### config.mk
export PLATFORM = sky130hd
export DESIGN_NAME = operand_read_flat
export DESIGN_NICKNAME = d
export VERILOG_FILES = /design/src/rtl/operand_read_if.sv /design/src/rtl/operand_read.sv /design/src/flat_wrapper.sv
export SDC_FILE = /design/constraint.sdc
export NUM_CORES = 2
export LEC_CHECK = 0
export BUFFER_PORTS_ARGS = -buffer_cell sky130_fd_sc_hd__buf_4
export CORE_ASPECT_RATIO = 0.5
export CORE_MARGIN = 4
export CORE_UTILIZATION = 42
export CTS_CLUSTER_SIZE = 12
export DETAILED_ROUTE_END_ITERATION = 8
export GPL_TIMING_DRIVEN = 1
export MAX_ROUTING_LAYER = met4
export PLACE_DENSITY_LB_ADDON = 0.12
export SLEW_MARGIN = 20
export SYNTH_ARGS = -nofsm -noshare
export SYNTH_HDL_FRONTEND = slang
export SYNTH_SLANG_ARGS = --single-unit
### constraint.sdc
create_clock -name clk -period 2.5 [get_ports clk]
set_input_delay 0.375 -clock clk [delete_from_list [all_inputs] [get_ports clk]]
set_output_delay 0.375 -clock clk [all_outputs]
set_load 0.01 [all_outputs]
### src/rtl/operand_read_if.sv
// Operand read bundle: write-back write port, read request handshake and registered operands.
// The master side is the pipeline (issue + write-back), the slave side is the register file.
interface operand_read_if #(
  parameter int unsigned DATA_W = 32,
  parameter int unsigned ADDR_W = 5
);
  logic              RWrEn;
  logic [ADDR_W-1:0] Rdst;
  logic [DATA_W-1:0] RWrdata;
  logic              rd_req;
  logic              rd_ready;
  logic [ADDR_W-1:0] Rs1;
  logic [ADDR_W-1:0] Rs2;
  logic [ADDR_W-1:0] issue_rd;
  logic              issue_rd_we;
  logic [DATA_W-1:0] RData1;
  logic [DATA_W-1:0] RData2;
  logic              rd_valid;

  modport master (
    output RWrEn, Rdst, RWrdata, rd_req, Rs1, Rs2, issue_rd, issue_rd_we,
    input  rd_ready, RData1, RData2, rd_valid
  );

  modport slave (
    input  RWrEn, Rdst, RWrdata, rd_req, Rs1, Rs2, issue_rd, issue_rd_we,
    output rd_ready, RData1, RData2, rd_valid
  );
endinterface

### src/rtl/operand_read.sv
// Register file read stage: two registered operand reads per request, busy scoreboard
// stalling on pending write-backs, and same-cycle write-back forwarding.
module operand_read #(
  parameter int unsigned DATA_W   = 32,
  parameter int unsigned ADDR_W   = 5,
  parameter int unsigned NUM_REGS = 32
) (
  input logic           clk,
  input logic           rst_n,
  operand_read_if.slave bus
);

  logic [DATA_W-1:0]   regs_q [NUM_REGS];
  logic [NUM_REGS-1:0] busy_q, busy_d;
  logic [DATA_W-1:0]   rdata1_q, rdata2_q;
  logic                rd_valid_q;

  logic              wb_hit1, wb_hit2;
  logic              haz1, haz2;
  logic              accept;
  logic [DATA_W-1:0] op1, op2;

  always_comb begin
    wb_hit1 = bus.RWrEn && (bus.Rdst == bus.Rs1);
    wb_hit2 = bus.RWrEn && (bus.Rdst == bus.Rs2);
    haz1    = busy_q[bus.Rs1] && (bus.Rs1 != '0) && !wb_hit1;
    haz2    = busy_q[bus.Rs2] && (bus.Rs2 != '0) && !wb_hit2;
    op1     = (bus.Rs1 == '0) ? '0 : (wb_hit1 ? bus.RWrdata : regs_q[bus.Rs1]);
    op2     = (bus.Rs2 == '0) ? '0 : (wb_hit2 ? bus.RWrdata : regs_q[bus.Rs2]);
  end

  assign bus.rd_ready = !haz1 && !haz2;
  assign accept       = bus.rd_req && bus.rd_ready;

  // Set after clear: a newly issued producer outranks the retiring one.
  always_comb begin
    busy_d = busy_q;
    if (bus.RWrEn) busy_d[bus.Rdst] = 1'b0;
    if (accept && bus.issue_rd_we) busy_d[bus.issue_rd] = 1'b1;
    busy_d[0] = 1'b0;
  end

  always_ff @(posedge clk or negedge rst_n) begin
    if (!rst_n) begin
      for (int i = 0; i < NUM_REGS; i++) regs_q[i] <= '0;
      busy_q     <= '0;
      rdata1_q   <= '0;
      rdata2_q   <= '0;
      rd_valid_q <= 1'b0;
    end else begin
      if (bus.RWrEn && (bus.Rdst != '0)) regs_q[bus.Rdst] <= bus.RWrdata;
      busy_q     <= busy_d;
      rd_valid_q <= accept;
      if (accept) begin
        rdata1_q <= op1;
        rdata2_q <= op2;
      end
    end
  end

  assign bus.RData1   = rdata1_q;
  assign bus.RData2   = rdata2_q;
  assign bus.rd_valid = rd_valid_q;

endmodule

### src/flat_wrapper.sv
// flat-port wrapper written by rule: the top's interface ports become plain ports
module operand_read_flat 
#(
  parameter int unsigned DATA_W   = 32,
  parameter int unsigned ADDR_W   = 5,
  parameter int unsigned NUM_REGS = 32
)
  (clk, rst_n, bus_RWrEn, bus_Rdst, bus_RWrdata, bus_rd_req, bus_Rs1, bus_Rs2, bus_issue_rd, bus_issue_rd_we, bus_rd_ready, bus_RData1, bus_RData2, bus_rd_valid);
  operand_read_if #(.DATA_W(DATA_W), .ADDR_W(ADDR_W)) bus_i ();
  input logic clk;
  input logic rst_n;
  input wire logic [$bits(bus_i.RWrEn)-1:0] bus_RWrEn;
  input wire logic [$bits(bus_i.Rdst)-1:0] bus_Rdst;
  input wire logic [$bits(bus_i.RWrdata)-1:0] bus_RWrdata;
  input wire logic [$bits(bus_i.rd_req)-1:0] bus_rd_req;
  input wire logic [$bits(bus_i.Rs1)-1:0] bus_Rs1;
  input wire logic [$bits(bus_i.Rs2)-1:0] bus_Rs2;
  input wire logic [$bits(bus_i.issue_rd)-1:0] bus_issue_rd;
  input wire logic [$bits(bus_i.issue_rd_we)-1:0] bus_issue_rd_we;
  output wire logic [$bits(bus_i.rd_ready)-1:0] bus_rd_ready;
  output wire logic [$bits(bus_i.RData1)-1:0] bus_RData1;
  output wire logic [$bits(bus_i.RData2)-1:0] bus_RData2;
  output wire logic [$bits(bus_i.rd_valid)-1:0] bus_rd_valid;
  assign bus_i.RWrEn = bus_RWrEn;
  assign bus_i.Rdst = bus_Rdst;
  assign bus_i.RWrdata = bus_RWrdata;
  assign bus_i.rd_req = bus_rd_req;
  assign bus_i.Rs1 = bus_Rs1;
  assign bus_i.Rs2 = bus_Rs2;
  assign bus_i.issue_rd = bus_issue_rd;
  assign bus_i.issue_rd_we = bus_issue_rd_we;
  assign bus_rd_ready = bus_i.rd_ready;
  assign bus_RData1 = bus_i.RData1;
  assign bus_RData2 = bus_i.RData2;
  assign bus_rd_valid = bus_i.rd_valid;
  operand_read #(.DATA_W(DATA_W), .ADDR_W(ADDR_W), .NUM_REGS(NUM_REGS)) u_core (.clk(clk), .rst_n(rst_n), .bus(bus_i));
endmodule
# Yosys cells after proc, flatten, opt, wreduce, memory -nomap -nowiden

Cells that the tools add are included.

Magnitude comparators: 10
Equality and inequality tests: 2
Muxes and demuxes: 23
Bitwise logic cells: 6
Reductions and logical operators: 22

Operator list:

| kind                                                        | count |
|---|---|
| bitwise mux 1024 bit                                        | 1 |
| two-way mux 32 bit                                          | 11 |
| binary-select mux 32 bit (select 5 bit)                     | 2 |
| demux 32 bit (select 5 bit)                                 | 1 |
| AND 32 bit                                                  | 1 |
| inverter 32 bit                                             | 1 |
| OR 32 bit                                                   | 1 |
| less-than comparator 5 x 6 -> 1 bit (second input constant) | 4 |
| >= comparator 6 bit (second input constant)                 | 3 |
| inverter 5 -> 6 bit                                         | 3 |
| nonzero test 5 bit                                          | 3 |
| logical AND 1 bit                                           | 13 |
| binary-select mux 1 bit (select 5 bit)                      | 2 |
| demux 1 bit (select 5 bit)                                  | 2 |
| == test 5 bit                                               | 2 |
| >= comparator 5 x 1 -> 1 bit (second input constant)        | 2 |
| logical NOT 5 bit                                           | 2 |
| less-than comparator 6 x 1 -> 1 bit (second input constant) | 1 |
| logical NOT 1 bit                                           | 4 |
| two-way mux 1 bit                                           | 4 |

Register bits after elaboration: 1120
Bits of input ports: 57
Output and inout port bits: 66
Logic and storage cells: 99

# Depth between registers and ports, before layout

Depth in word-level cells: 9
Depth in mapped cells: 12
Depth with buffers taken out: 6

# Worst setup path before layout

OpenSTA, ideal clock, no wires.

Kind: input port to flip-flop
Start: input port bus_Rs2[1]
End: register u_core.rdata2_q[22], in the netlist u_core.bus.RData2[22]
Setup time: 0.125 ns
Data arrival time: 2.529 ns
Data required time: 2.375 ns
Setup slack: -0.153 ns
Stages: 9
Buffers on the path: 4
Path through: buf_4 buf_2 buf_2 clkbuf_1 mux4_2 a22oi_1 nand2_1 a221o_1 mux2_2

Cells in the longest elaborated chain, start to end: 7
Elaborated cells between the ends (all ways): 18
Those cells by class: 1 x eq/ne; 7 x mux; 1 x bitwise; 9 x reduce/logical

RTL lines:

| element                                                                                         | line               | RTL |
|---|---|---|
| start, declared                                                                                 | flat_wrapper.sv:17 | `input wire logic [$bits(bus_i.Rs2)-1:0] bus_Rs2;` |
| parallel branches: the longest is 7 deep, another holds binary-select mux 32 bit (select 5 bit) | n/a                |  |
| end signal, assigned                                                                            | operand_read.sv:56 | `rdata2_q <= op2;` |
| end, declared                                                                                   | operand_read.sv:15 | `logic [DATA_W-1:0] rdata1_q, rdata2_q;` |

Parallel ways; which one is timed is not known. The select of a mux whose other input is x is not followed.
A chain may end at the register's enable or synchronous reset.

# Worst setup path in the final report

Start: register u_core.busy_q[15]
End: output port bus_rd_ready

Cells in the longest elaborated chain, start to end: 6
Elaborated cells between the ends (all ways): 11
Those cells by class: 4 x mux; 7 x reduce/logical

RTL lines:

| element                                                          | line                                   | RTL |
|---|---|---|
| start, declared                                                  | operand_read.sv:14                     | `logic [NUM_REGS-1:0] busy_q, busy_d;` |
| start signal, assigned                                           | operand_read.sv:52                     | `busy_q <= busy_d;` |
| binary-select mux 1 bit (select 5 bit), on equally long branches | operand_read.sv:26, operand_read.sv:27 |  |
| two-way mux 1 bit, on equally long branches                      | operand_read.sv:26, operand_read.sv:27 |  |
| logical AND 1 bit, on equally long branches (2 in series)        | operand_read.sv:26, operand_read.sv:27 |  |
| logical NOT 1 bit                                                | operand_read.sv:32                     | `assign bus.rd_ready = !haz1 && !haz2;` |
| logical AND 1 bit *                                              | operand_read.sv:32                     |  |
| end, declared                                                    | flat_wrapper.sv:20                     | `output wire logic [$bits(bus_i.rd_ready)-1:0] bus_rd_ready;` |

Every way passes the cells marked *; elsewhere a longest branch is shown, timed or not. The select of a mux whose other input is x is not followed.

==> out/qor_table.md <==
| Metric | This run |
|---|---|
| Outcome | finished with violations |
| Violations in the final reports | setup timing |
| Leakage Power | 30.0 nW |
| Most instantiated cells after synthesis | sky130_fd_sc_hd__dfrtp_1, sky130_fd_sc_hd__mux2_2, sky130_fd_sc_hd__mux4_2, sky130_fd_sc_hd__clkbuf_1, sky130_fd_sc_hd__mux2i_1 |
| Vias in the first global route | 39.7k |
| Count of flip-flops with a built-in enable after synthesis | 0 |
| Later-pin clock latency in the skew report | 0.73 ns |
| Share of cells above drive strength 1 | 0.566 |
| Port-buffer cells | 122 |
| Biggest area contributors in the synthesized netlist | sky130_fd_sc_hd__dfrtp_1, sky130_fd_sc_hd__mux4_2, sky130_fd_sc_hd__mux2_2 |
| Core area | 138000 sq um |
| Start-to-end type of the worst setup path | flop to primary output |
| Die boundary width | 538 microns |
| Wire length of the first global-routing pass | 297 mm |
| Share of async-settable or async-resettable flops after synthesis | 1.00 |
| Die Y-Extent | 273 microns |
| Register bit count reported by yosys | 1120 |
| Most instantiated library cell after synthesis | sky130_fd_sc_hd__dfrtp_1 |
| Total iterations of the first detailed-routing run | 5 |
| Count of nets left with antenna violations after detail routing | 0 |
| Kind of end point of the critical path | primary output |
| Final max-slew violation count | 0 |
| Yosys top cell area share | 0.474 |
| Post-synthesis cell count | 3849 |
| Per-instance average area after synthesis | 15.4 sq um |
| Critical Path Slowest Stage Cell | sky130_fd_sc_hd__mux4_2 |
| Post-synthesis instance area | 59100 sq um |
| Flip-flop cell with the highest count after synthesis | sky130_fd_sc_hd__dfrtp_1 |
| Routed wire length per instance | 34.1 microns |
| Min-Delay Path Class | primary input to async pin |
| Chain of cells forming the critical path | mux4_2 > mux2i_1 > nand3b_1 > nand4_1 > and2_4 > buf_6 |
| Detail Placement HPWL | 135 mm |
| Transition time at the pin with the least slew margin | 0.757 ns |
| Ys Warns | 0 |
| GPL Wtd Cong | 0.855 |
| Number of inserted filler cells in the final layout | 11.6k |
| Highest attainable clock frequency | 0.372 GHz |
| Share of synthesized area occupied by flip-flops and latches | 0.474 |
| Largest stage delay on the critical path | 0.48 ns |
| Final hold slack | 0.131 ns |
| Max-cap viol count | 0 |
| NumNets Final | 4121 |
| Bufs on Longest Clock Path | 3 |
| Detailed Route WL | 204 mm |
| Number of design-rule violations left by the first detailed-router iteration | 4088 |
| Worst Setup Start Kind | flop |
| Worst Skew | 0.0258 ns |
| Placed cell area | 65800 sq um |
| Final Util | 0.499 |
| Final std cells w/o fill | 5987 |
| Largest net degree at the start of global routing | 106 |
| Clock-pin slew reported for the worst setup and hold paths after clock tree synthesis | 0.06 ns |
| Clock tree from TritonCTS | built |
| Area occupied by registers | 28000 sq um |
| CP Max Fanout | 3 |
| Worst-case vdd ir drop | 0.550 mV |
| Syn-to-layout area delta | 16.8% |
| Number of clock buffers inserted by TritonCTS | 110 |
| Diodes inserted | 0 |
| Clock Sink Count | 1120 |
| Via-per-instance ratio | 6.44 |
| Required arrival time at the worst endpoint | 2.12 ns |
| Antenna violations before repair | 5 |
| Placed Instances | 5812 |
| Data arrival time of the critical path | 2.31 ns |
| Overall Global Routing Usage | 0.287 |
| Total gr overflow | 0 |
| Rows | 96 |
| Power per unit of standard cell area | 760 nW/um^2 |
| Effective utilization at floorplan | 0.427 |
| Final Cycle Share | 1.07 |
| Total area of multi-input combinational cells | 29400 sq um |
| Synthesized netlist net count | 3906 |
| Setup repair after global routing missed its margin | true |
| Distinct cell type count of the synthesized netlist | 49 |
| Number of top-level pins | 123 |
| Design area | 69000 sq um |
| Cell taking the most area after synthesis | sky130_fd_sc_hd__dfrtp_1 |
| Final setup violation count | 1 |
| Final critical-path required period | 2.69 ns |
| DRC violation count after routing | 0 |
| Clk root buf | sky130_fd_sc_hd__clkbuf_16 |
| Final worst slack | -0.186 ns |
| Die Area | 147000 sq um |
| Via Count | 38.5k |
| Final hold violation count | 0 |
| Count of H-tree levels built during CTS | 3 |
| Tightest slew margin relative to the limit | 0.494 |
==> layer usage <==
layer / GRT usage / share of wire / vias to the layer above
met4: 0.0673 / 0.026 / 0
met5: - / 0 / -
li1: - / - / 15300
met1: 0.405 / 0.44 / 21300
met3: 0.0556 / 0.074 / 314
met2: 0.432 / 0.46 / 1558
==> flip-flops by register name, indices dropped and copies added, names as in the netlist <==
name                 flops
u_core.regs_q         1024
u_core.bus.RData1       32
u_core.bus.RData2       32
u_core.busy_q           31
u_core.bus.rd_valid      1
==> final timing paths <==
| kind | from | to | slack [ns] | depth (start not counted) |
|---|---|---|---|---|
| setup / recovery | u_core.busy_q[15]$_DFF_PN0_ | bus_rd_ready | -0.19 | 6 |
| setup reg to reg | u_core.busy_q[15]$_DFF_PN0_ | u_core.bus.RData1[15]$_DFFE_PN0P_ | 0.07 | 7 |
| hold reg to reg | u_core.regs_q[1021]$_DFFE_PN0P_ | u_core.regs_q[1021]$_DFFE_PN0P_ | 0.39 | 0 |
| hold / removal | rst_n | u_core.regs_q[845]$_DFFE_PN0P_ | 0.13 | 2 |
| min in group clk | bus_RWrdata[7] | u_core.regs_q[391]$_DFFE_PN0P_ | 0.17 | 2 |
| max in group asynchronous | rst_n | u_core.regs_q[867]$_DFFE_PN0P_ | 1.22 | 5 |
==> logic make-up after synthesis <==
family	share of synthesized area
xor+xnor	0.00148
mux	0.437
flops	0.474
simple gates	0.0208
buf+inv	0.0343
compound gates	0.0322
==> report_power, final <==
group          internal [mW]  leakage [nW]  total, mW  switching, mW
clock network           8.70          1.60       16.0           7.30
registers               21.7          14.4       24.5           2.81
logic                   7.33          14.0       11.9           4.60
==> layout by cell type (no fill, tap or decap), types with 14 or more instances in the layout <==
| cell type | netlist | layout |
|---|---|---|
| sky130_fd_sc_hd__buf_4 | 18 | 379 |
| sky130_fd_sc_hd__nand3_1 | 22 | 22 |
| sky130_fd_sc_hd__a32o_1 | 31 | 31 |
| sky130_fd_sc_hd__nor2b_1 | 22 | 16 |
| sky130_fd_sc_hd__mux2_2 | 1055 | 1055 |
| sky130_fd_sc_hd__a221o_1 | 14 | 14 |
| sky130_fd_sc_hd__a21oi_1 | 18 | 18 |
| sky130_fd_sc_hd__nand2b_1 | 18 | 18 |
| sky130_fd_sc_hd__a41oi_1 | 15 | 15 |
| sky130_fd_sc_hd__inv_1 | 24 | 24 |
| sky130_fd_sc_hd__clkbuf_8 | 0 | 14 |
| sky130_fd_sc_hd__nand2_4 | 0 | 15 |
| sky130_fd_sc_hd__mux2i_1 | 154 | 154 |
| sky130_fd_sc_hd__buf_12 | 0 | 150 |
| sky130_fd_sc_hd__dfrtp_1 | 1120 | 1120 |
| sky130_fd_sc_hd__clkbuf_1 | 261 | 33 |
| sky130_fd_sc_hd__mux4_2 | 546 | 546 |
| sky130_fd_sc_hd__a22oi_1 | 94 | 94 |
| sky130_fd_sc_hd__nand2_1 | 86 | 70 |
| sky130_fd_sc_hd__o211ai_1 | 15 | 15 |
| sky130_fd_sc_hd__o21ai_0 | 27 | 25 |
| sky130_fd_sc_hd__nor2_4 | 0 | 16 |
| sky130_fd_sc_hd__clkbuf_16 | 0 | 113 |
| sky130_fd_sc_hd__nor3_1 | 25 | 24 |
==> final cells by class <==
type	count	area share
sequential	1120	0.406
clock inverter	13	0.00169
multi-input combinational	2270	0.425
timing repair buffer	538	0.0864
tap	1862	0.0337
inverter	24	0.00130
clock buffer	160	0.0455
==> through the flow <==
stage                     setup TNS (ns)  worst slack (ns)  power (mW)
after detailed placement          -13.69            -0.252        36.7
final                             -0.186            -0.186        52.5
after floorplan                    -1.03           -0.0560        32.1
after global routing              -0.285            -0.285        54.8
after global placement            -15.51            -0.280        36.3
after CTS                         -0.251            -0.251        52.7
==> critical path: cells and delay by family (launching register included) <==
family / cells / cell delay, ns
DFF: 1 / 0.40
buffers and inverters: 1 / 0.10
muxes: 2 / 0.67
and+or+nand+nor: 3 / 0.43
==> what timing repair did <==
action	in CTS	in global routing
hold endpoints to repair	232	0
endpoints found under the setup margin	1	1
gates resized for setup	3	0
hold buffers	1	0
buffers inserted	1	0
pin swaps	0	1
Note: power is estimated with default switching activity, not from simulation.
